<file path="src/rtl/mult_arb.sv">
// mult_arb: arbitrates NREQ requesters onto one fixed-latency pipelined multiplier and steers
// results back by tag. Define MULT_ARB_PRIO0_EN to give requester 0 strict priority.
module mult_arb #(
  parameter int unsigned NREQ    = 4,
  parameter int unsigned LAT     = 18,
  parameter int unsigned MAX_OUT = 16
) (
  input  logic                 ck,
  input  logic                 i_reset,
  input  logic [NREQ-1:0]      i_req_vld,
  input  logic [64*NREQ-1:0]   i_req_a,
  input  logic [64*NREQ-1:0]   i_req_b,
  input  logic [9*NREQ-1:0]    i_req_htId,
  output logic [NREQ-1:0]      o_req_rdy,
  output logic [63:0]          o_mul_a,
  output logic [63:0]          o_mul_b,
  output logic [8:0]           o_mul_htId,
  output logic                 o_mul_vld,
  input  logic [63:0]          i_mul_res,
  input  logic [8:0]           i_mul_htId,
  input  logic                 i_mul_vld,
  output logic [NREQ-1:0]      o_rsp_vld,
  output logic [63:0]          o_rsp_res,
  output logic [8:0]           o_rsp_htId,
  output logic                 o_idle,
  output logic                 o_err
);

  localparam int unsigned IdW  = $clog2(NREQ);
  localparam int unsigned SumW = IdW + 1;
  localparam logic [7:0]      MaxOut     = 8'(MAX_OUT);
  localparam logic [SumW-1:0] NreqW      = SumW'(NREQ);
  localparam logic [IdW-1:0]  LastId     = IdW'(NREQ - 1);
  // All tag stages except the output one; used to see what is still in flight next cycle.
  localparam logic [LAT-1:0]  TagLowMask = {LAT{1'b1}} >> 1;

  logic [IdW-1:0]  rr_ptr_q, rr_ptr_d;
  logic [7:0]      cnt_q [NREQ];
  logic [7:0]      cnt_d [NREQ];
  logic [NREQ-1:0] eligible;
  logic [NREQ-1:0] grant;
  logic            gnt_vld;
  logic [IdW-1:0]  gnt_id;
  logic [SumW-1:0] scan_idx;
  logic [63:0]     sel_a, sel_b;
  logic [8:0]      sel_ht;
  logic [IdW-1:0]  mul_id_q;
  logic [LAT-1:0]  tag_vld_q;
  logic [IdW-1:0]  tag_id_q [LAT];
  logic            tag_vld;
  logic [IdW-1:0]  tag_id;
  logic            busy;
  logic            idle_q, idle_d;
  logic            err_q;

  always_comb begin
    for (int unsigned i = 0; i < NREQ; i++) begin
      eligible[i] = i_req_vld[i] && (cnt_q[i] < MaxOut);
    end
  end

  // Round-robin scan starting at rr_ptr, wrapping modulo NREQ.
  always_comb begin
    gnt_vld  = 1'b0;
    gnt_id   = '0;
    scan_idx = '0;
    for (int unsigned k = 0; k < NREQ; k++) begin
      scan_idx = {1'b0, rr_ptr_q} + SumW'(k);
      if (scan_idx >= NreqW) scan_idx = scan_idx - NreqW;
      if (!gnt_vld && eligible[scan_idx[IdW-1:0]]) begin
        gnt_vld = 1'b1;
        gnt_id  = scan_idx[IdW-1:0];
      end
    end
`ifdef MULT_ARB_PRIO0_EN
    if (eligible[0]) begin
      gnt_vld = 1'b1;
      gnt_id  = '0;
    end
`endif
    if (i_reset) begin
      gnt_vld = 1'b0;
      gnt_id  = '0;
    end
  end

  always_comb begin
    grant     = gnt_vld ? (NREQ'(1) << gnt_id) : '0;
    o_req_rdy = grant;
  end

  always_comb begin
    rr_ptr_d = rr_ptr_q;
    if (gnt_vld) rr_ptr_d = (gnt_id == LastId) ? '0 : gnt_id + 1'b1;
`ifdef MULT_ARB_PRIO0_EN
    if (gnt_vld && (gnt_id == '0)) rr_ptr_d = rr_ptr_q;
`endif
  end

  always_comb begin
    sel_a  = '0;
    sel_b  = '0;
    sel_ht = '0;
    for (int unsigned i = 0; i < NREQ; i++) begin
      if (grant[i]) begin
        sel_a  = i_req_a[64*i +: 64];
        sel_b  = i_req_b[64*i +: 64];
        sel_ht = i_req_htId[9*i +: 9];
      end
    end
  end

  always_comb begin
    tag_vld    = tag_vld_q[LAT-1];
    tag_id     = tag_id_q[LAT-1];
    o_rsp_vld  = (tag_vld && !i_reset) ? (NREQ'(1) << tag_id) : '0;
    o_rsp_res  = i_mul_res;
    o_rsp_htId = i_mul_htId;
  end

  // A simultaneous grant and response cancel out; the decrement guard keeps the count >= 0.
  always_comb begin
    for (int unsigned i = 0; i < NREQ; i++) begin
      cnt_d[i] = cnt_q[i];
      if (grant[i] && !(o_rsp_vld[i] && (cnt_q[i] != 8'd0))) begin
        cnt_d[i] = cnt_q[i] + 8'd1;
      end else if (!grant[i] && o_rsp_vld[i] && (cnt_q[i] != 8'd0)) begin
        cnt_d[i] = cnt_q[i] - 8'd1;
      end
    end
  end

  always_comb begin
    busy = gnt_vld | o_mul_vld | (|(tag_vld_q & TagLowMask));
    for (int unsigned i = 0; i < NREQ; i++) begin
      busy = busy | (cnt_d[i] != 8'd0);
    end
    idle_d = !busy;
  end

  always_ff @(posedge ck) begin
    if (i_reset) begin
      rr_ptr_q   <= '0;
      o_mul_vld  <= 1'b0;
      o_mul_a    <= '0;
      o_mul_b    <= '0;
      o_mul_htId <= '0;
      mul_id_q   <= '0;
      tag_vld_q  <= '0;
      for (int unsigned s = 0; s < LAT; s++) tag_id_q[s] <= '0;
      for (int unsigned i = 0; i < NREQ; i++) cnt_q[i] <= '0;
      idle_q     <= 1'b1;
      err_q      <= 1'b0;
    end else begin
      rr_ptr_q  <= rr_ptr_d;
      o_mul_vld <= gnt_vld;
      if (gnt_vld) begin
        o_mul_a    <= sel_a;
        o_mul_b    <= sel_b;
        o_mul_htId <= sel_ht;
        mul_id_q   <= gnt_id;
      end
      tag_vld_q <= (tag_vld_q << 1) | LAT'(o_mul_vld);
      for (int unsigned s = 1; s < LAT; s++) tag_id_q[s] <= tag_id_q[s-1];
      tag_id_q[0] <= mul_id_q;
      for (int unsigned i = 0; i < NREQ; i++) cnt_q[i] <= cnt_d[i];
      idle_q <= idle_d;
      err_q  <= err_q | (i_mul_vld != tag_vld);
    end
  end

  assign o_idle = idle_q;
  assign o_err  = err_q;

endmodule
</file>
<file path="config.mk">
export PLATFORM = sky130hd
export DESIGN_NAME = mult_arb
export DESIGN_NICKNAME = d
export VERILOG_FILES = /design/src/rtl/mult_arb.sv
export SDC_FILE = /design/constraint.sdc
export NUM_CORES = 1
export LEC_CHECK = 0
export ABC_AREA = 1
export CAP_MARGIN = 40
export CORE_AREA = 2 2 327 329
export CTS_CLUSTER_SIZE = 25
export DETAILED_ROUTE_END_ITERATION = 12
export DIE_AREA = 0 0 329 331
export HOLD_SLACK_MARGIN = 0.05
export MAX_ROUTING_LAYER = met4
export PLACE_DENSITY = 0.39
export SYNTH_ARGS = -nofsm -noshare
export SYNTH_HDL_FRONTEND = slang
export SYNTH_SLANG_ARGS = --single-unit
</file>
<file path="constraint.sdc">
create_clock -name ck -period 4.15 [get_ports ck]
set_input_delay 0.6225 -clock ck [delete_from_list [all_inputs] [get_ports ck]]
set_output_delay 0.6225 -clock ck [all_outputs]
set_load 0.02 [all_outputs]
</file>
### Word-level counts from Yosys, hierarchy flattened

Memories as Yosys holds them, arrays and structs flattened.
Index checks and enable logic that the tools add are counted.

* bits in registers: 162
* bits in writable memories: 68
* bits of input ports: 628
* memories kept: 2

Memories
* tag_id_q: words 18, width 2, rd ports 18, clocked after Yosys merged registers in 0, write ports 18, line 49 `logic [IdW-1:0] tag_id_q [LAT];`
* cnt_q: words 4, width 8, rd ports 4, clocked after Yosys merged registers in 0, write ports 4, line 38 `logic [7:0] cnt_q [NREQ];`

* add/subtract/negate cells: 16
* $lt $le $gt $ge: 12
* eq/ne operators: 2
* shift operators: 2
* multiplexer cells: 70
* bitwise gates (word level): 30
* reduce and logical (&&, ||, !) cells: 46

Operators with widths (number)
* 64-bit two-way mux: 8
* 8-bit two-way mux: 12
* 8-bit nonzero test: 8
* 2-bit two-way mux: 28
* 9-bit two-way mux: 4
* 8-bit by 1-bit adder with 8-bit output, second input constant: 4
* 8-bit by 5-bit less-than comparator with 1-bit output, second input constant: 4
* 8-bit by 1-bit subtractor with 8-bit output, second input constant: 4
* 1-bit bitwise OR: 29
* 1-bit logical AND: 24
* 18-bit by 1-bit bitwise OR with 18-bit output: 1
* 17-bit OR reduction: 1
* 1-bit zero test: 13
* 2-bit by 3-bit less-than comparator with 1-bit output, second input constant: 4
* 1-bit two-way mux: 12
* 3-bit greater-or-equal comparator, second input constant: 3
* 1-bit binary-select mux with 2-bit select: 4
* 4-bit two-way mux: 2
* 1-bit by 2-bit << shifter with 4-bit output, first input constant: 2
* 2-bit by 1-bit subtractor with 2-bit output, second input constant: 4
* 2-bit by 2-bit adder with 3-bit output, second input constant: 2
* 2-bit by 1-bit adder with 3-bit output, second input constant: 1
* 2-bit by 3-bit greater-or-equal comparator with 1-bit output, second input constant: 1
* 2-bit by 1-bit adder with 2-bit output, second input constant: 1
* other kinds (2): 2

### Logic depth before layout (Yosys ltp)

Gate-level depths: netlist of run 1.
An unclocked memory read counts as a cell.

* depth in word-level cells: 29
* mapped depth: 28
* depth with buffers taken out: 27

### Worst setup path before layout of run 1

OpenSTA, ideal clock, no wires.

* kind: input to output
* start point: input port i_req_vld[3]
* end point: output port o_req_rdy[2]
* arrival time: 3.009 ns
* required time: 3.527 ns
* setup slack: 0.519 ns
* stages on the path: 15
* buffers on the path: 3
* path through: nand4_1 nand3_1 nand2_1 nand4_4 inv_1 nor2_1 inv_1 buf_2 nor2_1 inv_1 ha_1 nand3_4 buf_2 buf_1 inv_1

* cells in the longest elaborated chain, start to end: 16
* elaborated cells between the ends (all ways): 27
* those cells by class: shift: 1; mux: 19; reduce/logical: 7

RTL lines
* start: declaration: line 10 `input logic [NREQ-1:0] i_req_vld,`
* 1-bit logical AND *: line 58 `eligible[i] = i_req_vld[i] && (cnt_q[i] < MaxOut);`
* 1-bit binary-select mux with 2-bit select: line 70 `if (!gnt_vld && eligible[scan_idx[IdW-1:0]]) begin`
* 1-bit two-way mux (implied by the code): line 70
* 1-bit two-way mux: line 70
* 1-bit zero test: line 70
* 1-bit logical AND: line 70
* 1-bit two-way mux: line 70
* 1-bit zero test: line 70
* 1-bit logical AND: line 70
* 1-bit two-way mux: line 70
* 1-bit zero test: line 70
* 1-bit logical AND: line 70
* 2-bit two-way mux *: line 70
* 2-bit two-way mux *: line 81 `if (i_reset) begin`
* named net gnt_id[0]: line 43 `logic [IdW-1:0] gnt_id;`
* 1-bit by 2-bit << shifter with 4-bit output *: line 88 `grant = gnt_vld ? (NREQ'(1) << gnt_id) : '0;`
* 4-bit two-way mux *: line 88
* end: declaration: line 14 `output logic [NREQ-1:0] o_req_rdy,`

The timed path passes the listed nets; every way through them passes the cells marked *. The select of a mux whose other input is x is not followed.

### Worst setup path after layout of run 1

* start point: register rr_ptr_q[0]
* end point: output port o_req_rdy[2]

* cells in the longest elaborated chain, start to end: 17
* elaborated cells between the ends (all ways): 41
* those cells by class: add/sub: 7; order compare: 4; shift: 1; mux: 23; reduce/logical: 6

RTL lines
* start: declaration: line 37 `logic [IdW-1:0] rr_ptr_q, rr_ptr_d;`
* start signal: assignment: line 155 `rr_ptr_q <= rr_ptr_d;`
* parallel branches: the longest is 13 deep, another holds 2-bit by 1-bit adder with 3-bit output
* 2-bit two-way mux *: line 70
* 2-bit two-way mux *: line 81
* named net gnt_id[0]: line 43
* 1-bit by 2-bit << shifter with 4-bit output *: line 88
* 4-bit two-way mux *: line 88

Mark *: on every way through the listed nets, which the timed path passes. The select of a mux whose other input is x is not followed.

==> run_summary.xml, run 1 <==
<?xml version="1.0" encoding="UTF-8"?>
<metrics>
  <group name="floorplan">
    <metric name="floorplan.initialDensity" unit="%">13.1</metric>
    <metric name="die_x_extent" unit="um">329</metric>
    <metric name="die_h" unit="um">331</metric>
    <metric name="core_region_area" unit="mm2">0.105</metric>
    <metric name="io_pins" unit="">849</metric>
    <metric name="core.rowCount" unit="">119</metric>
    <metric name="floorplan.die_area" unit="mm2">0.109</metric>
  </group>
  <group name="cells_and_area">
    <metric name="post-route-cell-area" unit="mm2">0.0235</metric>
    <metric name="layout.cells.most_common_list" unit="">clkdlybuf4s50_1 (697), nand2_1 (439), nand3_1 (325)</metric>
    <metric name="layout-area-overhead-vs-synth" unit="%">71.5</metric>
    <metric name="layout-drive-gt1-share" unit="%">6.87</metric>
    <metric name="nNetsFinal" unit="">3357</metric>
    <metric name="most_common_cell_after_layout_fill_and_taps_aside" unit="">clkdlybuf4s50_1</metric>
  </group>
  <group name="grt">
    <metric name="vias_in_the_first_global_route" unit="">16300</metric>
    <metric name="global_route_usage_over_all_layers" unit="%">14.6</metric>
    <metric name="grt_start_max_net_pins" unit="">68</metric>
    <metric name="antenna_found_initial" unit="">5</metric>
    <metric name="grt_pass1_wl" unit="um">113000</metric>
    <metric name="overflow" unit="">0</metric>
  </group>
  <group name="synthesis">
    <metric name="syn_nets" unit="">2747</metric>
    <metric name="synthDominantCellAreaShare" unit="%">33.6</metric>
    <metric name="syn_area" unit="mm2">0.0137</metric>
    <metric name="synth.top_cells.by_area" unit="">dfxtp_1 (34%), nand2_1 (12%), nand3_1 (12%)</metric>
    <metric name="synthCells" unit="">2103</metric>
    <metric name="flops_latches_synth" unit="">230</metric>
    <metric name="synthesis.yosys.warnings" unit="">0</metric>
    <metric name="netlist-cell-type-count" unit="">35</metric>
    <metric name="synth_seq_area_share" unit="%">33.6</metric>
    <metric name="synthesis.area_per_instance" unit="um2">6.53</metric>
    <metric name="synth_largest_area_cell" unit="">dfxtp_1</metric>
  </group>
  <group name="run">
    <metric name="max_cap_violations" unit="">0</metric>
  </group>
  <group name="power_and_ir_drop">
    <metric name="p_leak" unit="nW">9.06</metric>
    <metric name="worst_ir_drop_vdd" unit="V">0.000369</metric>
    <metric name="power-per-cell-area" unit="mW/mm2">657</metric>
  </group>
  <group name="timing">
    <metric name="report.final.slew_viol_count" unit="">0</metric>
    <metric name="max_slew_margin" unit="%">41.0</metric>
    <metric name="timing.fmax" unit="MHz">259</metric>
    <metric name="setup_slack" unit="ns">0.296</metric>
    <metric name="post-route-period-util" unit="%">92.9</metric>
    <metric name="hold_viol" unit="">0</metric>
    <metric name="setup_total_negative_slack" unit="ns">0</metric>
    <metric name="period_minus_slack" unit="ns">3.85</metric>
    <metric name="rsz0062_at_grt" unit="">no</metric>
    <metric name="report.final.setup_viol" unit="">0</metric>
    <metric name="skew" unit="ns">0.0308</metric>
    <metric name="timing_worst_slew_pin_value" unit="ns">0.886</metric>
  </group>
  <group name="critical_path">
    <metric name="critical_path_required" unit="ns">3.53</metric>
    <metric name="crit_path_end_kind" unit="">primary output</metric>
    <metric name="worstSetupPathType" unit="">reg2out</metric>
    <metric name="start_kind" unit="">flop</metric>
    <metric name="worst-endpoint-arrival" unit="ns">3.23</metric>
    <metric name="path_max_fanout" unit="">21</metric>
  </group>
  <group name="clocking">
    <metric name="clk_transition_reported_paths" unit="ns">0.05</metric>
    <metric name="number_of_cts_inserted_buffers" unit="">35</metric>
    <metric name="clkLatencyLatePin" unit="ns">0.57</metric>
    <metric name="holdBufCountCts" unit="">0</metric>
    <metric name="htree_num_levels" unit="">2</metric>
    <metric name="clkSinkCount" unit="">230</metric>
    <metric name="max-clock-path-buffers" unit="">3</metric>
    <metric name="tritoncts" unit="">done</metric>
    <metric name="cts.root.buffer_cell" unit="">clkbuf_16</metric>
  </group>
  <group name="detailed_routing">
    <metric name="route.detailed.wl_per_inst" unit="um">19.7</metric>
    <metric name="route.detailed.drc" unit="">0</metric>
    <metric name="dr.pass1.iters" unit="">6</metric>
    <metric name="drt_iter0_drc" unit="">901</metric>
    <metric name="via_count" unit="">16400</metric>
    <metric name="viasPerCell" unit="">3.97</metric>
    <metric name="detailed_route_wl" unit="um">81200</metric>
    <metric name="antenna_left" unit="">0</metric>
  </group>
  <group name="placed_design">
    <metric name="place_area" unit="mm2">0.0222</metric>
    <metric name="gp_congestion" unit="">0.867</metric>
    <metric name="dp_hpwl" unit="um">63400</metric>
    <metric name="port_buffer_count" unit="">702</metric>
    <metric name="place_ws" unit="ns">0.0648</metric>
  </group>
  <group name="run_status">
    <metric name="result_of_the_run" unit="">completed</metric>
  </group>
  <group name="hold_path">
    <metric name="min-delay-path-class" unit="">reg2reg</metric>
  </group>
</metrics>
[what timing repair did]
| action | in CTS | in global routing |
|---|---|---|
| gates resized for setup | 9 | 5 |
| cloned | 0 | 1 |
| buffers inserted | 0 | 2 |
| endpoints found under the setup margin | 3 | 1 |
[worst max-delay path: stages (launching register included)]
cell and delay (ns):
dfxtp_1 0.32, buf_4 0.16, xor2_2 0.24, inv_1 0.13, nand3_1 0.11, nand2_2 0.09
a21oi_1 0.20, a21oi_1 0.09, xor2_1 0.15, nor2_2 0.18, inv_1 0.11, ha_1 0.27
nand3_4 0.14, buf_16 0.19, inv_1 0.11, buf_12 0.14
[cells in the mapped netlist]
library cell,n
clkbuf_1,63
nor4_1,2
xor2_1,24
nand4_4,2
a31oi_1,44
nand4_2,1
a21oi_2,1
a211oi_1,1
buf_2,61
nand3b_1,1
nand2_4,1
nor2_1,230
o211ai_1,43
o31ai_1,1
nor3_1,20
a22oi_1,1
xor2_2,1
ha_1,16
dfxtp_1,230
nand2_2,5
nand4_1,23
buf_1,13
nor2_2,1
o21ai_1,76
buf_6,11
nand3_1,325
a21oi_1,218
or2_2,1
buf_4,79
o21ai_0,34
nand3_4,4
inv_1,120
nand2_1,439
inv_2,3
xnor2_1,8
[per-stage QoR]
stage / instances / total power, W / hold slack [ns] / utilization (%)
after floorplan: 2103 / 0.00821 / 0.388 / -
after global placement: 4064 / 0.0123 / 0.390 / 21.1
after detailed placement: 4064 / 0.0122 / 0.392 / 21.1
after CTS: 4124 / 0.0157 / 0.400 / 22.4
after global routing: 4130 / 0.0166 / 0.410 / 22.4
final: 4130 / 0.0155 / 0.398 / 22.4
[layer usage]
layer | global-route usage, % | vias to the layer above | routed length, um
li1 | - | 8182 | -
met1 | 16.3 | 7475 | 33000
met2 | 24.6 | 613 | 38600
met3 | 4.02 | 117 | 6580
met4 | 5.67 | 0 | 3000
met5 | - | - | 0
[where the power goes]
part	total [W]	internal, W	switching, W
Sequential	0.00304	0.00271	0.000321
Clock	0.00331	0.00208	0.00122
Combinational	0.00913	0.00367	0.00546
[layout make-up]
type | instances | area [um2]
antenna | 3 | 7.51
clock buffer | 45 | 963
clock inverter | 15 | 292
fill | 11800 | 81400
inverter | 123 | 479
multi-input combinational | 1523 | 7380
sequential | 230 | 4610
tap | 1391 | 1740
timing repair buffer | 800 | 8070
[worst paths after layout]
| check | start | to | slack [ns] | cells past startpoint |
|---|---|---|---|---|
| setup / recovery | rr_ptr_q[0]$_SDFFE_PP0P_ | o_req_rdy[2] | 0.30 | 15 |
| hold / removal | tag_id_q[0][10]$_SDFF_PP0_ | tag_id_q[0][12]$_SDFF_PP0_ | 0.40 | 2 |
| setup reg to reg | rr_ptr_q[0]$_SDFFE_PP0P_ | o_mul_b[26]$_SDFFE_PP0P_ | 0.50 | 20 |
| hold reg to reg | tag_id_q[0][10]$_SDFF_PP0_ | tag_id_q[0][12]$_SDFF_PP0_ | 0.40 | 2 |
[state kept, by name, indices dropped and copies added (netlist names)]
signal and cells:
o_idle 1, tag_id_q 36, o_mul_a 64, tag_vld_q 18
o_err 1, o_mul_vld 1, cnt_q 32, rr_ptr_q 2
o_mul_htId 9, mul_id_q 2, o_mul_b 64
[cell families after synthesis]
kind of cell	Yosys count	share of synthesized area, %
compound gates	419	16.5
xor+xnor	33	2.16
fa+ha+maj	16	1.46
buf+inv	350	12.9
flops	230	33.6
simple gates	1055	33.4
No activity file was read; power rests on OpenSTA's default activity.
==> inputs of run 2 (changes only) <==
HOLD_SLACK_MARGIN = 0.1   (was 0.05)
SLEW_MARGIN = 5   (was not set)
==> results of run 2 <==
Final layout, timing and power as in run 1 (identical DEF).
==> inputs of run 3 (changes only) <==
TNS_END_PERCENT = 10   (was not set)
==> results of run 3 <==
Final layout, timing and power as in run 1 (identical DEF).
